==> config.mk <==
export PLATFORM = sky130hd
export DESIGN_NAME = proc_run_ctrl
export DESIGN_NICKNAME = d
export VERILOG_FILES = /design/src/rtl/proc_ctrl_pkg.sv /design/src/rtl/reset_sync.sv /design/src/rtl/proc_run_ctrl.sv
export SDC_FILE = /design/constraint.sdc
export NUM_CORES = 1
export LEC_CHECK = 0
export BUFFER_PORTS_ARGS = -buffer_cell sky130_fd_sc_hd__buf_2
export CORE_ASPECT_RATIO = 0.5
export CORE_MARGIN = 2
export CORE_UTILIZATION = 49
export CTS_CLUSTER_DIAMETER = 80
export DETAILED_ROUTE_END_ITERATION = 16
export HOLD_SLACK_MARGIN = 0.15
export PLACE_DENSITY = 0.8
export SLEW_MARGIN = 20
export SYNTH_ARGS = -nofsm -noshare
export SYNTH_HDL_FRONTEND = slang
export SYNTH_SLANG_ARGS = --single-unit
==> constraint.sdc <==
create_clock -name clk -period 4.6 [get_ports clk]
set_clock_uncertainty 0.05 [all_clocks]
set_input_delay 0.23 -clock clk [delete_from_list [all_inputs] [get_ports clk]]
set_output_delay 0.23 -clock clk [all_outputs]
set_load 0.01 [all_outputs]
==> src/rtl/proc_ctrl_pkg.sv <==
`default_nettype none
// ============================================================================
//  Module      : proc_ctrl_pkg
//  Description : Shared types for the processor run-control block:
//                run-mode and controller-state encodings plus a small helper.
//  Revision    : 1.0 - initial release
// ============================================================================
package proc_ctrl_pkg;

    // Run-mode encoding as presented on the run_mode input.
    typedef enum logic [1:0] {
        HALT = 2'd0,
        RUN  = 2'd1,
        STEP = 2'd2,
        RSVD = 2'd3
    } run_mode_e;

    // Controller states: wait for synchronised reset, hold everything in
    // reset, release domains one by one, then run-control.
    typedef enum logic [1:0] {
        RST     = 2'd0,
        STRETCH = 2'd1,
        RELEASE = 2'd2,
        ACTIVE  = 2'd3
    } ctrl_state_e;

    // Width of the controller state register.
    localparam int c_STATE_W = 2;

    // Larger of two integers; used to size the shared wait counter.
    function automatic int max_int(input int a, input int b);
        return (a > b) ? a : b;
    endfunction

endpackage : proc_ctrl_pkg
`default_nettype wire

==> src/rtl/reset_sync.sv <==
`default_nettype none
// ============================================================================
//  Module      : reset_sync
//  Description : Reset synchroniser. Asserts asynchronously as soon as
//                i_arst_n falls, deasserts synchronously after STAGES rising
//                edges of clk with i_arst_n high.
//  Revision    : 1.0 - initial release
// ============================================================================
module reset_sync #(
    parameter int STAGES = 2
) (
    input  logic clk,
    input  logic i_arst_n,
    output logic o_rst_n
);

    logic [STAGES-1:0] r_sync;

    // Shift ones in once the asynchronous reset has been removed.
    always_ff @(posedge clk or negedge i_arst_n) begin
        if (!i_arst_n) begin
            r_sync <= '0;
        end else begin
            r_sync <= {r_sync[STAGES-2:0], 1'b1};
        end
    end

    assign o_rst_n = r_sync[STAGES-1];

endmodule : reset_sync
`default_nettype wire

==> src/rtl/proc_run_ctrl.sv <==
`default_nettype none
// ============================================================================
//  Module      : proc_run_ctrl
//  Description : Reset sequencing and run control for the processor core.
//                Synchronises the board reset, holds every downstream domain
//                in reset for STRETCH_CYCLES, releases the domains in order
//                GAP_CYCLES apart, then gates the core with a registered
//                clock enable in HALT / RUN / single-STEP mode and counts
//                enabled cycles. A software reset request while running
//                restarts the domain sequence without the synchroniser delay.
//  Revision    : 1.0 - initial release
// ============================================================================
module proc_run_ctrl
    import proc_ctrl_pkg::*;
#(
    parameter int NUM_DOMAINS    = 3,
    parameter int STRETCH_CYCLES = 4,
    parameter int GAP_CYCLES     = 2,
    parameter int CNT_W          = 32
) (
    input  logic                   clk,
    input  logic                   reset,
    input  logic                   sw_rst_req,
    input  logic [1:0]             run_mode,
    input  logic                   step_req,
    output logic [NUM_DOMAINS-1:0] dom_rst,
    output logic                   ready,
    output logic                   cpu_en,
    output logic [CNT_W-1:0]       cycle_count
);

    // ------------------------------------------------------------------------
    // Constants
    // ------------------------------------------------------------------------
    // One down-counter serves both the stretch and the inter-domain gap, so
    // it is sized for the longer of the two waits.
    localparam int c_WAIT_MAX = max_int(STRETCH_CYCLES, GAP_CYCLES);
    localparam int c_WAIT_W   = $clog2(c_WAIT_MAX + 1);
    localparam int c_IDX_W    = (NUM_DOMAINS > 1) ? $clog2(NUM_DOMAINS) : 1;

    // The counter is loaded with N-1 on entry so the event lands N edges later.
    localparam logic [c_WAIT_W-1:0] c_STRETCH_LOAD = c_WAIT_W'(STRETCH_CYCLES - 1);
    localparam logic [c_WAIT_W-1:0] c_GAP_LOAD     = c_WAIT_W'(GAP_CYCLES - 1);
    localparam logic [c_IDX_W-1:0]  c_LAST_IDX     = c_IDX_W'(NUM_DOMAINS - 1);

    localparam logic [c_STATE_W-1:0] c_ST_RST     = RST;
    localparam logic [c_STATE_W-1:0] c_ST_STRETCH = STRETCH;
    localparam logic [c_STATE_W-1:0] c_ST_RELEASE = RELEASE;
    localparam logic [c_STATE_W-1:0] c_ST_ACTIVE  = ACTIVE;

    // ------------------------------------------------------------------------
    // Signals
    // ------------------------------------------------------------------------
    logic                   w_sync_rst_n;
    logic [c_STATE_W-1:0]   r_state;
    logic [c_WAIT_W-1:0]    r_wait;
    logic [c_IDX_W-1:0]     r_idx;
    logic [NUM_DOMAINS-1:0] r_dom_rst;
    logic [NUM_DOMAINS-1:0] w_idx_onehot;
    logic                   r_ready;
    logic                   r_cpu_en;
    logic [CNT_W-1:0]       r_cycle_count;
    logic                   r_step_d;
    logic                   w_step_rise;
    logic                   w_sw_rst;
    logic                   w_en_mode;
    run_mode_e              w_mode;

    // ------------------------------------------------------------------------
    // Board reset synchroniser
    // ------------------------------------------------------------------------
    reset_sync #(
        .STAGES (2)
    ) u_reset_sync (
        .clk      (clk),
        .i_arst_n (reset),
        .o_rst_n  (w_sync_rst_n)
    );

    // ------------------------------------------------------------------------
    // Decode helpers
    // ------------------------------------------------------------------------
    // Software reset only counts once the core is running; during bring-up
    // the sequence is already in progress and the request is dropped.
    assign w_sw_rst    = (r_state == c_ST_ACTIVE) && sw_rst_req;
    assign w_step_rise = step_req && !r_step_d;
    assign w_mode      = run_mode_e'(run_mode);

    // One-hot select of the domain whose reset is released next.
    always_comb begin
        w_idx_onehot = '0;
        for (int i = 0; i < NUM_DOMAINS; i++) begin
            if (r_idx == c_IDX_W'(i)) begin
                w_idx_onehot[i] = 1'b1;
            end
        end
    end

    // Enable requested by the current run mode; the reserved code halts.
    always_comb begin
        w_en_mode = 1'b0;
        case (w_mode)
            RUN:     w_en_mode = 1'b1;
            STEP:    w_en_mode = w_step_rise;
            default: w_en_mode = 1'b0;
        endcase
    end

    // ------------------------------------------------------------------------
    // Reset sequencing FSM: stretch, ordered domain release, software reset.
    // ------------------------------------------------------------------------
    always_ff @(posedge clk or negedge reset) begin
        if (!reset) begin
            r_state   <= c_ST_RST;
            r_wait    <= '0;
            r_idx     <= '0;
            r_dom_rst <= '1;
            r_ready   <= 1'b0;
        end else begin
            case (r_state)
                c_ST_RST: begin
                    if (w_sync_rst_n) begin
                        r_state <= c_ST_STRETCH;
                        r_wait  <= c_STRETCH_LOAD;
                    end
                end

                c_ST_STRETCH: begin
                    if (r_wait == '0) begin
                        r_dom_rst[0] <= 1'b0;
                        if (NUM_DOMAINS == 1) begin
                            // Single domain: no gap wait, straight to running.
                            r_ready <= 1'b1;
                            r_state <= c_ST_ACTIVE;
                        end else begin
                            r_state <= c_ST_RELEASE;
                            r_wait  <= c_GAP_LOAD;
                            r_idx   <= c_IDX_W'(1);
                        end
                    end else begin
                        r_wait <= r_wait - c_WAIT_W'(1);
                    end
                end

                c_ST_RELEASE: begin
                    if (r_wait == '0) begin
                        r_dom_rst <= r_dom_rst & ~w_idx_onehot;
                        if (r_idx == c_LAST_IDX) begin
                            r_ready <= 1'b1;
                            r_state <= c_ST_ACTIVE;
                        end else begin
                            r_idx  <= r_idx + c_IDX_W'(1);
                            r_wait <= c_GAP_LOAD;
                        end
                    end else begin
                        r_wait <= r_wait - c_WAIT_W'(1);
                    end
                end

                c_ST_ACTIVE: begin
                    if (w_sw_rst) begin
                        // Restart from STRETCH; the board reset is already
                        // synchronous so no synchroniser delay is needed.
                        r_dom_rst <= '1;
                        r_ready   <= 1'b0;
                        r_idx     <= '0;
                        r_wait    <= c_STRETCH_LOAD;
                        r_state   <= c_ST_STRETCH;
                    end
                end

                default: begin
                    r_state <= c_ST_RST;
                end
            endcase
        end
    end

    // ------------------------------------------------------------------------
    // Step request edge detector; always tracks the input so a level held
    // through a mode change or bring-up never produces a late step.
    // ------------------------------------------------------------------------
    always_ff @(posedge clk or negedge reset) begin
        if (!reset) begin
            r_step_d <= 1'b0;
        end else begin
            r_step_d <= step_req;
        end
    end

    // ------------------------------------------------------------------------
    // Registered clock enable and enabled-cycle counter.
    // ------------------------------------------------------------------------
    always_ff @(posedge clk or negedge reset) begin
        if (!reset) begin
            r_cpu_en      <= 1'b0;
            r_cycle_count <= '0;
        end else if (w_sw_rst) begin
            // Software reset outranks any run or step request on this edge.
            r_cpu_en      <= 1'b0;
            r_cycle_count <= '0;
        end else begin
            // Count the cycle that is ending if the core was enabled in it;
            // the counter wraps silently.
            if (r_cpu_en) begin
                r_cycle_count <= r_cycle_count + CNT_W'(1);
            end
            r_cpu_en <= (r_state == c_ST_ACTIVE) && w_en_mode;
        end
    end

    // ------------------------------------------------------------------------
    // Outputs (all straight from flops)
    // ------------------------------------------------------------------------
    assign dom_rst     = r_dom_rst;
    assign ready       = r_ready;
    assign cpu_en      = r_cpu_en;
    assign cycle_count = r_cycle_count;

endmodule : proc_run_ctrl
`default_nettype wire

==> results_dict.tcl <==
set metrics [dict create \
    htree_num_levels 2 \
    die_h_um 54.3 \
    clk_path_buf_depth 2 \
    final_core_util_pct 58.0 \
    yosysSeqAreaShare_pct 47.5 \
    max_cap_violations 0 \
    drtIter0Drc 121 \
    period_needed_ns 2.45 \
    dp.cells 360 \
    worstPathArrival_ns 2.62 \
    slew_headroom_pct 60.4 \
    crit_path_frequent_cell "or4_1" \
    grt_max_degree 48 \
    cp-startpoint "cycle_count[3]$_DFFE_PN0P_" \
    outcome "finished, final reports clean" \
    path_cells "nand4_1 -> or4_1 -> or4_1 -> a21oi_1" \
    overflow 0 \
    clock-sinks 47 \
    syn_inst 259 \
    slowest_stage "or4_1" \
    routedWlPerCell_um 13.8 \
    ant_nets 0 \
    cpPeakStageDelay_ns 0.84 \
    syn_nets 277 \
    coreArea_um2 4910 \
    start_kind "flip-flop" \
    irDropWorstVdd_uv 186 \
    fmax_mhz 409 \
    ios 43 \
    insertion_delay_ns 0.30 \
    drive_gt1_share_pct 19.3 \
    gp_congestion 0.870 \
    path_class "reg2reg" \
    clk_pin_slew_worst_paths_ns 0.09 \
    cts_root_buf "clkbuf_8" \
    cts_resized 0 \
    nFillCells 439 \
    critical_path.max_fanout 17 \
    die_w_um 105 \
    yosysWarnings 0 \
    area_growth_pct 14.7 \
    row_count 18 \
    die_area_um2 5690 \
    min-delay-path-class "in2reg" \
    worstReg2RegStart "cycle_count[3]$_DFFE_PN0P_" \
    drc 0 \
    antenna_found_initial 0 \
    end_kind "flip-flop" \
    final_nets 317 \
    maxSlewViolCount 0 \
    via_per_inst 5.42 \
    cts_tree "built" \
    p_per_area_nw_per_um2 392 \
    required_ns 4.78 \
    multiInputGateArea_um2 1190 \
    grt_first_pass_wirelength_mm 8.19 \
    hold_viol_final 0 \
    final_cell_mix "dfrtp_1 (44), buf_2 (41), a21oi_1 (26), nor2_1 (20), o21ai_0 (18)" \
    netlist_area_um2 2480 \
    ys_seq_elements 47 \
    tightestPinTransition_ns 0.593 \
    holdCritStartpoint "run_mode[1]" \
    setup_tns_ns 0 \
    wirelength_mm 5.10 \
    synth-edff-count 0 \
    fin_crit_sh_pct 53.2 \
    hpwl_mm 3.53 \
    final_common_cell "dfrtp_1" \
    layout.cells.non_filler 370 \
    synth-main-ff-cell "dfrtp_1" \
    io_buffers 42 \
    regArea_um2 1180 \
    setup_viol 0 \
    dr.pass1.iters 4 \
    cts-hold-fix-buffers 2 \
    track_usage_pct 18.6 \
    rsz0062_at_grt "false" \
    post_cts_buffers 0 \
    p_leak_nw 1.32 \
    cts_made_buffers 5 \
    vias 2006 \
    initial_utilization_pct 50.6 \
    ys_types 42 \
    avgSynthCellArea_um2 9.58 \
    n_antenna_cell 0 \
    async_flop_share_pct 100 \
    grt_pass1_vias 1864 \
]
cells by family (layout without fill, tap and decap cells):
family,Yosys count,in the layout,share of synthesized area (%)
AND/OR/NAND/NOR,93,93,20.7
AO/OA/AOI/OAI,63,63,15.0
flip-flops,47,47,47.5
buffers and inverters,26,67,4.38
XOR/XNOR,13,13,4.59
adder cells (fa/ha/maj),12,12,6.05
multiplexers,4,4,1.66
other,1,1,0.151
worst max-delay path: cells and delay by family, from the launching register on:
family / cells / cell delay [ns]
AND/OR/NAND/NOR: 3 / 1.70
flip-flops: 1 / 0.44
AO/OA/AOI/OAI: 1 / 0.19
state kept, by name, indices dropped and copies added (netlist names):
signal,flops
cpu_en,1
cycle_count,32
dom_rst,3
r_idx,2
r_state,2
r_step_d,1
r_wait,3
ready,1
u_reset_sync.r_sync,2
area by class of cell:
cell class                      instances  area share [%]
Multi-Input combinational cell        186            42.0
Sequential cell                        47            41.5
Timing Repair Buffer                   44            8.18
Tap cell                               70            3.08
Clock buffer                            7            3.03
Inverter                               15            1.98
Clock inverter                          1           0.308
per-layer routing:
metal / vias up / routed length [µm] / track usage, % / share of wire (%)
li1: 1014 / - / - / -
met1: 958 / 2380 / 22.3 / 47
met2: 28 / 2510 / 33.6 / 49
met3: 6 / 157 / 4.05 / 3.1
met4: 0 / 54 / 8.44 / 1.1
met5: - / 0 / 0 / 0
power by group:
part	total, mW	internal [mW]	switching (mW)
Combinational	0.342	0.144	0.199
Clock	0.266	0.123	0.143
Sequential	0.508	0.461	0.0472
Total	1.12	0.728	0.389
Yosys cell counts (all sizes together), types with 7 or more instances:
cell   count  share of area, %
nand2     14               2.1
a21oi     26               5.2
or4        7               2.3
inv       15               2.3
nor2      20               3.0
xnor2      9               3.2
nand4      9               2.9
ha        12               6.0
or3       12               3.0
dfrtp     44                44
o21ai     18               3.6
nand3      9               1.8
path summary, 6_finish.rpt:
check                                                         to  slack [ns]  cells after the start
worst min register to register  u_reset_sync.r_sync[1]$_DFF_PN0_        0.31                      0
worst max-delay path                 cycle_count[25]$_DFFE_PN0P_        2.15                      4
max in group asynchronous                 dom_rst[2]$_DFFE_PN1P_        3.70                      2
min in group asynchronous                   r_idx[0]$_DFFE_PN0P_        0.41                      2
worst max register to register       cycle_count[25]$_DFFE_PN0P_        2.15                      4
worst min-delay path                            cpu_en$_DFF_PN0_        0.17                      3
stage by stage:
step                      power, mW  hold WS [ns]  area (µm²)  worst slack (ns)
after detailed placement      0.856         0.292        2730              2.17
after floorplan               0.766        -0.116        2480              2.50
after global routing           1.19         0.176        2850              1.95
after CTS                      1.12         0.169        2840              2.15
final                          1.12         0.169        2850              2.15
after global placement        0.832         0.283        2730              2.25
Note: power is estimated with default switching activity, not from simulation.
